$ cat src/rtl/bcd_to_bin_seq_pkg.sv
// bcd_to_bin_seq_pkg: shared defaults, state encoding and digit limit for the BCD-to-binary decoder
package bcd_to_bin_seq_pkg;
    localparam int DEF_DIGITS = 10;
    localparam int DEF_BIN_W = 32;
    localparam logic [3:0] BCD_MAX_DIGIT = 4'd9;
    typedef enum logic [1:0] {IDLE, CONV, DONE} state_t;
endpackage

$ cat src/rtl/bcd_digit_mac.sv
// bcd_digit_mac: one accumulate step acc*10+d with range and digit checks
module bcd_digit_mac
    import bcd_to_bin_seq_pkg::*;
#(
    parameter int BIN_W = DEF_BIN_W
) (
    input  logic [BIN_W+3:0] acc,
    input  logic [3:0]       d,
    output logic [BIN_W+3:0] acc_next,
    output logic             ovf,
    output logic             bad
);
    assign acc_next = (acc << 3) + (acc << 1) + {{BIN_W{1'b0}}, d};
    assign ovf = |acc_next[BIN_W+3:BIN_W];
    assign bad = d > BCD_MAX_DIGIT;
endmodule

$ cat src/rtl/bcd_to_bin_seq.sv
// bcd_to_bin_seq: sequential BCD to binary converter, one digit per clock, MSD first
module bcd_to_bin_seq
    import bcd_to_bin_seq_pkg::*;
#(
    parameter int DIGITS = DEF_DIGITS,
    parameter int BIN_W = DEF_BIN_W
) (
    input  logic                  clk,
    input  logic                  rst,
    input  logic                  start,
    input  logic [4*DIGITS-1:0]   bcd,
    output logic                  busy,
    output logic                  done,
    output logic [BIN_W-1:0]      bin,
    output logic                  overflow,
    output logic                  invalid
);
    localparam int CW = $clog2(DIGITS + 1);
    state_t state, state_n;
    logic [4*DIGITS-1:0] sr;
    logic [BIN_W+3:0] acc, acc_mac, acc_n;
    logic [CW-1:0] cnt;
    logic [3:0] d;
    logic inv_r, ovf_r, inv_n, ovf_n, step, last, m_ovf, m_bad;
    assign d = sr[4*DIGITS-1 -: 4];
    bcd_digit_mac #(.BIN_W(BIN_W)) u_mac (
        .acc(acc),
        .d(d),
        .acc_next(acc_mac),
        .ovf(m_ovf),
        .bad(m_bad)
    );
    always_comb begin
        inv_n = inv_r | m_bad;
        step = !inv_n && !ovf_r;
        ovf_n = ovf_r | (step && m_ovf);
        acc_n = (step && !m_ovf) ? acc_mac : acc;
        last = cnt == CW'(DIGITS - 1);
        state_n = state == IDLE ? (start ? CONV : IDLE) : state == CONV ? (last ? DONE : CONV) : IDLE;
    end
    always_ff @(posedge clk or posedge rst)
        if (rst) state <= IDLE;
        else state <= state_n;
    assign busy = state == CONV;
    assign done = state == DONE;
    always_ff @(posedge clk or posedge rst) begin
        if (rst) begin
            sr <= '0;
            acc <= '0;
            cnt <= '0;
            inv_r <= 1'b0;
            ovf_r <= 1'b0;
            bin <= '0;
            overflow <= 1'b0;
            invalid <= 1'b0;
        end else if (state == IDLE && start) begin
            sr <= bcd;
            acc <= '0;
            cnt <= '0;
            inv_r <= 1'b0;
            ovf_r <= 1'b0;
        end else if (state == CONV) begin
            sr <= {sr[4*DIGITS-5:0], 4'h0};
            acc <= acc_n;
            cnt <= cnt + 1'b1;
            inv_r <= inv_n;
            ovf_r <= ovf_n;
            if (last) begin
                bin <= inv_n ? '0 : ovf_n ? '1 : acc_n[BIN_W-1:0];
                overflow <= ovf_n;
                invalid <= inv_n;
            end
        end
    end
endmodule

$ cat config.mk
export PLATFORM = sky130hd
export DESIGN_NAME = bcd_to_bin_seq
export DESIGN_NICKNAME = d
export VERILOG_FILES = /design/src/rtl/bcd_to_bin_seq_pkg.sv /design/src/rtl/bcd_digit_mac.sv /design/src/rtl/bcd_to_bin_seq.sv
export SDC_FILE = /design/constraint.sdc
export NUM_CORES = 1
export LEC_CHECK = 0
export ABC_AREA = 1
export BUFFER_PORTS_ARGS = -buffer_cell sky130_fd_sc_hd__buf_2
export CORE_MARGIN = 8
export CORE_UTILIZATION = 45
export CTS_BUF_LIST = sky130_fd_sc_hd__clkbuf_16
export DETAILED_ROUTE_END_ITERATION = 10
export PLACE_DENSITY = 0.62
export RECOVER_POWER = 25
export SYNTH_ARGS = -nofsm -noshare
export SYNTH_HDL_FRONTEND = slang
export SYNTH_SLANG_ARGS = --single-unit
$ cat constraint.sdc
create_clock -name clk -period 4.1 [get_ports clk]
set_clock_uncertainty 0.1 [all_clocks]
set_input_delay 0.205 -clock clk [delete_from_list [all_inputs] [get_ports clk]]
set_output_delay 0.205 -clock clk [all_outputs]
set_load 0.01 [all_outputs]
[Word-level counts from Yosys, hierarchy flattened]
Cells that the tools add are included.
Word-level totals
  logic and storage cells: 50
  output and inout port bits: 36
  flip-flop bits (word level): 117
Cells by class
  reduce and logical (&&, ||, !) cells: 13
  magnitude comparators: 1
  equal/unequal tests: 3
  add/subtract/negate cells: 3
  muxes and demuxes: 17
  bitwise logic cells: 3
Operator list (number)
  $mux 35: 3
  $mux 40: 2
  $mux 32: 2
  $add 36x36->36: 1
  $add 36x4->36: 1
  $mux 4: 2
  $mux 2: 3
  $mux 1: 5
  $add 4x1->4 const B: 1
  $eq 4x4->1 const B: 1
  $gt 4x4->1 const B: 1
  $logic_and 1x1->1: 4
  $reduce_bool 2->1: 2
  $reduce_or 4->1: 1
  $logic_not 1->1: 3
  $reduce_and 3->1: 1
  $eq 2x1->1 const B: 1
  $eq 2x2->1 const B: 1
  $logic_not 2->1: 1
  $or 1x1->1: 2
  $reduce_and 2->1: 1
  $not 1->1: 1

[Longest topological paths before layout]
Gate-level depths: netlist of run 1.
  depth in word-level cells: 8
  mapped depth: 24
  gate-level depth less buffers: 23

[Hierarchy]
A second synthesis of run 1 with hierarchy kept.
Unflattened totals
  cell total of the unflattened synthesis: 1159
  area, all modules: 8165.3 sq um
By module, submodules not included
  bcd_to_bin_seq: instances 1, area each 5430.2 sq um, cells an instance 686, seq. area each 2952.8 sq um
  bcd_digit_mac: instances 1, area each 2735.1 sq um, cells an instance 473, seq. area each 0.0 sq um

[Worst setup path before layout of run 1]
No wires, ideal clock.
  kind: reg-to-reg
  from: register acc[0]
  to: register bin[22]
  clock period less this slack: 3.009 ns
  library setup time: 0.117 ns
  data arrival time: 2.792 ns
  cell stages (with the launch flop): 21
  buffers on the path: 1
  path slack: 1.091 ns
  cell sequence: dfrtp_1 inv_1 fa_1 fa_1 inv_1 nand2_1 nand2_1 nand3_1 nand2_1 nand2_1 nand2_2 nand2_2 nand3_2 nand2_2 nor2_8 nand2_4 a21oi_4 buf_6 nand2_1 nand2_1 nand2_1
Between the ends
  longest elaborated chain between the ends: 8
  elaborated cells on any way between the ends: 10
Ends and longest elaborated chain
  start: declaration: line bcd_to_bin_seq.sv:21  | logic [BIN_W+3:0] acc, acc_mac, acc_n;
  start signal: assignment: line bcd_to_bin_seq.sv:64  | acc <= acc_n;
  $add 36x36->36 (*): line bcd_digit_mac.sv:13  | assign acc_next = (acc << 3) + (acc << 1) + {{BIN_W{1'b0}}, d};
  $add 36x4->36 (*): line bcd_digit_mac.sv:13
  $reduce_or 4->1: line bcd_digit_mac.sv:14  | assign ovf = |acc_next[BIN_W+3:BIN_W];
  $logic_not 1->1: line bcd_to_bin_seq.sv:37  | acc_n = (step && !m_ovf) ? acc_mac : acc;
  $logic_and 1x1->1: line bcd_to_bin_seq.sv:37
  $mux 35: line bcd_to_bin_seq.sv:37
  $mux 32 (*) (2 in a row): line bcd_to_bin_seq.sv:69  | bin <= inv_n ? '0 : ovf_n ? '1 : acc_n[BIN_W-1:0];
  end signal: assignment: line bcd_to_bin_seq.sv:69
  end: declaration: line bcd_to_bin_seq.sv:14  | output logic [BIN_W-1:0] bin,
Mark *: on every way between the ends. The rest lies on a longest branch, timed or not. The select of a mux whose other input is x is not followed.
A chain may end at the register's enable or synchronous reset.

[Worst setup path in the final report of run 1]
  from: register acc[0]
  to: register acc[34]
Between the ends
  longest elaborated chain between the ends: 7
  elaborated cells on any way between the ends: 10
Ends and longest elaborated chain (line)
  $add 36x36->36 (*): bcd_digit_mac.sv:13
  $add 36x4->36 (*): bcd_digit_mac.sv:13
  $reduce_or 4->1: bcd_digit_mac.sv:14
  $logic_not 1->1: bcd_to_bin_seq.sv:37
  $logic_and 1x1->1: bcd_to_bin_seq.sv:37
  $reduce_bool 2->1 (no source line)
  $reduce_and 2->1 (no source line)
Marked as above.

==> metrics.cfg, run 1 <==
[power_and_ir_drop]
p_int_uw = 3900
switching_share_pct = 46.3
p_clk_share_pct = 21.6
seq_power_share_pct = 26.3
ir_drop_mv = 0.493
power_density_mw_per_mm2 = 749
power_leakage_uw = 0.00510
p_sw_uw = 3360
combPwrFrac_pct = 52.2

[synth]
yosysWarnings = 0
synth_top_area_cell = dfrtp_1
synth.area.top_cells = dfrtp_1, nand2_1, ha_1
syn_inst = 1104
syn_area_per_cell_um2 = 7.34
ys.flop_type = dfrtp_1
ys_ff_latch = 117
ys_types = 40
synth_top_area_share_pct = 36.1
async_flop_share_pct = 100
synth_fp_nets = 1217
synth_edf_count = 0
yosysSeqAreaShare_pct = 36.1
netlist_area_mm2 = 0.00811

[routing]
route.detailed.drc = 0
finalWirelength_um = 22400
vias_per_cell = 5.12
drt-pass1-iter-count = 5
drtAntennaViolNets = 0
drt_iter0_drc = 451
wire_per_inst_um = 15.4
vias = 7455

[min_path]
hold_path.class = in -> reg

[clock_tree]
clock_path_buffers = 2
cts_tree = built
clock_sinks = 117
cts_buffers = 17
clkTransAtPathRegs_ns = 0.06
ctsHoldBuffers = 41
clk_latency_ns = 0.42
cts_setup_buffers = 0
cts_resized = 0
h-tree-depth = 4
root_buffer = clkbuf_16

[timing]
setup_tns_ns = 0
layout_setup_ws_ns = 0.485
tightest_slew_ns = 2.48
finalCritPeriodShare_pct = 88.2
maxSlewHeadroom_pct = -65.4
maxSlewViolCount = 66
hold_viol_final = 0
rsz0062_at_grt = false
fmax_ghz = 0.277
setup_viol = 0
final.min_clock_period_ns = 3.61

[setup_path]
worstSetupEndpointType = flip-flop
path_class = reg -> reg
r2r_cells = 17
r2r_start = acc[0]$_DFFE_PP0P_
cp-endpoint = acc[34]$_DFFE_PP0P_
r2r-end = acc[34]$_DFFE_PP0P_
required_ns = 4.30
critPathArrivalTime_ns = 3.81
cp_max_fo = 33
r2r_slack_ns = 0.49
worstSetupStartpointType = flip-flop
setup.worst_path.start = acc[0]$_DFFE_PP0P_

[final_layout]
area_delta_synth_final_pct = 19.6
num_antenna_cells = 0
final_core_util_pct = 54.4
final_area_mm2 = 0.00970
nets = 1327
drive_gt1_share_pct = 11.1
n_fill_cell = 1758

[floorplanning]
dieArea_mm2 = 0.0226
initial_core_util_pct = 45.4
fp.dieH_um = 150
die_width_um = 150
coreArea_mm2 = 0.0178
rows = 49
pin_count = 79

[grt]
grt_antenna_before_repair = 0
grt_pass1_vias = 7419
grt.total_usage_pct = 20.6
gr-total-overflow = 0
grt_max_degree = 72
grt_pass1_wl_um = 37100

[placed_design]
detailed_place_hpwl_um = 16200
io_buffers = 78
place_ws_ns = 0.484
gp_congestion = 0.955
placed_cell_area_mm2 = 0.00871

[job]
drv_cap = 1

[run_status]
status = finished with violations
failed_checks = capacitance limit, slew limit

[through the flow]
stage / hold WS (ns) / power [uW] / std cells
6_report: 0.0865 / 7260 / 1456
4_1_cts: 0.0805 / 7340 / 1456
3_5_place_dp: 0.318 / 5690 / 1383
2_1_floorplan: 0.226 / 4660 / 1104
5_1_grt: 0.148 / 7870 / 1456
3_3_place_gp: 0.313 / 5660 / 1383
[how the worst min path moves through the flow]
stage / cells after the start / from / to
6_report: 4 / start / ovf_r$_DFFE_PP0P_
2_1_floorplan: 2 / bcd[0] / sr[0]$_DFFE_PP0P_
3_3_place_gp: 3 / bcd[3] / sr[3]$_DFFE_PP0P_
4_1_cts: 4 / start / ovf_r$_DFFE_PP0P_
3_5_place_dp: 2 / rst / bin[21]$_DFFE_PP0P_
5_1_grt: 4 / start / ovf_r$_DFFE_PP0P_
[cells in the mapped netlist (18+ instances only)]
| cell type | n |
|---|---|
| a21oi_1 | 35 |
| clkbuf_1 | 27 |
| dfrtp_1 | 117 |
| ha_1 | 68 |
| inv_1 | 142 |
| nand2_1 | 402 |
| nand3_1 | 18 |
| nand4_1 | 36 |
| nor2_1 | 56 |
| o221ai_1 | 34 |
| o22ai_1 | 33 |
[power groups by stage]
stage               Clock (uW)  Combinational (uW)  Sequential [uW]
floorplan                    0                2760             1900
global placement             0                3750             1910
detailed placement           0                3780             1920
CTS                       1600                3840             1910
global route              1640                4270             1960
finish                    1570                3790             1910
[flip-flops by register name, indices dropped and copies added, names as in the netlist]
name,flops
acc,35
overflow,1
ovf_r,1
cnt,4
bin,32
state,2
invalid,1
sr,40
inv_r,1
[worst max-delay path, cell delays in order, from the launching register on]
cell	delay [ns]
dfrtp_1	0.38
inv_1	0.11
fa_1	0.47
fa_1	0.48
inv_1	0.11
nand2_1	0.05
nand2_1	0.08
nand3_1	0.07
nand2_1	0.14
nand2_1	0.08
nand2_2	0.09
nand2_2	0.06
nand3_2	0.07
nand2_2	0.09
nor2_8	0.22
nand3_4	0.41
o21ai_1	0.38
nor2_1	0.08
[placed cells by master, fill, tap and decap left out, drive strengths merged, types with 8 or more instances in the layout]
cell | synthesis | routed
nand2 | 416 | 416
inv | 156 | 162
dfrtp | 117 | 117
ha | 68 | 68
nor2 | 61 | 61
buf | 12 | 57
clkbuf | 27 | 49
dlygate4sd3 | 0 | 41
a21oi | 40 | 40
nand4 | 36 | 36
o221ai | 34 | 34
o22ai | 33 | 33
nand3 | 23 | 23
o21ai | 19 | 19
xnor2 | 15 | 15
xor2 | 9 | 9
o21bai | 8 | 8
[routing by layer]
metal | track usage (%) | wire length [um]
met5 | 0 | 0
met4 | 8.60 | 523
met3 | 3.40 | 904
met1 | 27.6 | 10800
met2 | 32.4 | 10200
[layout make-up]
class                      instances  area (um2)  area share (%)
sequential                       117        2930            30.2
timing repair buffer             130         856            8.83
inverter                         157         589            6.08
tap                              229         287            2.95
multi-input combinational        791        4420            45.5
clock buffer                      17         425            4.39
clock inverter                    15         195            2.01
[kinds of logic (layout without fill, tap and decap cells)]
| family | count (synthesis) | count (layout) | share of synthesized area (%) |
|---|---|---|---|
| xor+xnor | 24 | 24 | 2.59 |
| fa+ha+maj | 70 | 70 | 11.0 |
| compound gates | 144 | 144 | 11.8 |
| buf+inv | 196 | 319 | 9.49 |
| simple gates | 553 | 553 | 29.0 |
| flops | 117 | 117 | 36.1 |
No activity file was read; power rests on OpenSTA's default activity.
==> run 2, diff against run 1 <==
--- a/config.mk
+++ b/config.mk
@@ -15,4 +15,5 @@
 export RECOVER_POWER = 25
 export SYNTH_ARGS = -nofsm -noshare
 export SYNTH_HDL_FRONTEND = slang
+export SYNTH_HIERARCHICAL = 1
 export SYNTH_SLANG_ARGS = --single-unit
==> run 2 against run 1 <==
Effect of this change:
- the run still ends with capacitance limit, slew limit left
- count of clock-buffer cells in the layout did not move
- register-to-register slack got worse by 0.11 ns
- core utilization fell by 0.32 points
- first-iteration DRC count is 3.3% lower
- cell area down 0.59%
- setup slack worse by 0.11 ns
- flip-flop and latch count stayed put
- sequential share of layout area grew 0.18 points
- critical path depth grew 6
- sequential power shrank 6%
- wire length decreased by 2.4%
- non-clock buffer count grew 1
- critical endpoint is now bin[24]$_DFFE_PP0P_
- largest cell class unchanged
- largest power group unchanged
==> metrics.cfg, run 2 <==
[run_status]
status = finished with violations
failed_checks = capacitance limit, slew limit

[setup_path]
crit_slowest_cell = fa_1
critPathArrivalTime_ns = 4.00
required_ns = 4.37
worstSetupStartpointType = flip-flop
cp_top_family = simple AND/OR/NAND/NOR gates
cpPeakStageDelay_ns = 0.51
cp_max_fo = 19
crit_chain = inv_1, fa_1, fa_1, inv_1, nand3_1, nand3_1, nand3_1, nand2_1, nand2_1, nand2_2, nand2_1, nand2_1, nand2_1, nand2_1, nand3_1, nor2_4, nand2_2, buf_4, nand2_1, nand2_1, nand2_1, nand2_1, nand2_1
path_class = reg -> reg
critPathBufInv = 3
worstSetupEndpointType = flip-flop
path_common_cell = nand2_1

[floorplanning]
fp.dieH_um = 150
dieArea_mm2 = 0.0226
pin_count = 79
die_width_um = 150
coreArea_mm2 = 0.0178
initial_core_util_pct = 45.5
rows = 49

[clock_tree]
cts_tree = built
clock_sinks = 117
clock_path_buffers = 2
clkTransAtPathRegs_ns = 0.06
cts_buffers = 17
root_buffer = clkbuf_16
cts_setup_buffers = 0
clk_latency_ns = 0.43
h-tree-depth = 4

[final_layout]
regArea_mm2 = 0.00293
drive_gt1_share_pct = 9.93
num_antenna_cells = 0
n_fill_cell = 1784
final_common_cell = nand2_1
reg_top3 = sr (40), acc (35), bin (32)
nets = 1379
final_cell_mix = nand2_1, inv_1, dfrtp_1, nand3_1, ha_1
area_delta_synth_final_pct = 18.7
multi_input_area_mm2 = 0.00439
largest_reg_flops = 40
regMostFlops = sr

[placed_design]
io_buffers = 78
detailed_place_hpwl_um = 15500
place_ws_ns = 0.411
gp_congestion = 0.886

[grt]
grt_pass1_wl_um = 37900
grt_pass1_vias = 7781
grt_max_degree = 67
grt_antenna_before_repair = 0
gr-total-overflow = 0
grt.total_usage_pct = 20.7

[routing]
finalWirelength_um = 21900
vias_per_cell = 4.97
vias = 7494
drt-pass1-iter-count = 5
route.detailed.drc = 0
wire_per_inst_um = 14.5
drtAntennaViolNets = 0
drt_iter0_drc = 436

[timing]
maxSlewViolCount = 67
maxSlewHeadroom_pct = -71.6
hold_viol_final = 0
fmax_ghz = 0.268
finalCritPeriodShare_pct = 90.9
layout_setup_ws_ns = 0.371
final.min_clock_period_ns = 3.73
rsz0062_at_grt = false
setup_tns_ns = 0
setup_viol = 0
tightest_slew_ns = 2.57

[synth]
netlist_area_mm2 = 0.00812
yosysWarnings = 6
syn_area_per_cell_um2 = 7.04
syn_inst = 1154
synth_fp_nets = 1267

[min_path]
hold_path.class = in -> reg

[power_and_ir_drop]
power_leakage_uw = 0.00547
power_density_mw_per_mm2 = 680
ir_drop_mv = 0.407

[job]
drv_cap = 1

[run 2: path summary, 6_finish.rpt]
| kind | startpoint | endpoint | slack, ns | cells past startpoint |
|---|---|---|---|---|
| min | start | state[0]$_DFF_PP0_ | 0.1 | 3 |
| min in group asynchronous | rst | bin[26]$_DFFE_PP0P_ | 1.12 | 3 |
| min reg2reg | bin[13]$_DFFE_PP0P_ | bin[13]$_DFFE_PP0P_ | 0.37 | 2 |
| max | acc[2]$_DFFE_PP0P_ | bin[24]$_DFFE_PP0P_ | 0.37 | 23 |
| max reg2reg | acc[2]$_DFFE_PP0P_ | bin[24]$_DFFE_PP0P_ | 0.37 | 23 |
| max in group asynchronous | rst | acc[10]$_DFFE_PP0P_ | 1.29 | 4 |
[run 2: through the flow]
step,hold slack (ns),cell area [um2],util [%],cells,power (uW)
finish,0.0951,9640,54.0,1508,6560
global route,0.127,9640,54.0,1508,7160
CTS,0.0706,9680,54.3,1508,6640
detailed placement,0.327,8690,48.7,1435,5050
global placement,0.324,8690,48.7,1435,5020
floorplan,0.238,8120,-,1154,4230
[run 2: area by class of cell]
| class | count | share of cell area [%] |
|---|---|---|
| multi-input cells | 839 | 45.5 |
| inverters | 160 | 6.23 |
| flip-flops and latches | 117 | 30.4 |
| clock buffers | 17 | 4.41 |
| repair buffers | 131 | 8.80 |
| clock inverters | 15 | 1.67 |
| well taps | 229 | 2.97 |
[run 2: layer usage]
layer	share of wire (%)	track usage, %	up-vias
li1	-	-	3847
met1	46	25.8	3502
met2	50	35.8	130
met3	3.4	3.94	15
met4	1.1	6.05	0
met5	0	0	-
[run 2: worst register-to-register path: cells and delay by family, from the launching register on]
kind / cells / cell delay, ns
flip-flops: 1 / 0.38
adder cells (fa/ha/maj): 2 / 0.98
buffers and inverters: 3 / 0.50
AND/OR/NAND/NOR: 18 / 1.71
[run 2: repair_timing]
action                                 4_1_cts  5_1_grt
hold buffers                                41        0
endpoints found under the hold margin      104        0
resized for setup                            0        0
[run 2: report_power, final]
part	leakage (uW)	internal, uW	switching, uW	total, uW
Clock	0.000281	863	645	1510
Combinational	0.00365	1120	2120	3240
Sequential	0.00154	1530	270	1800
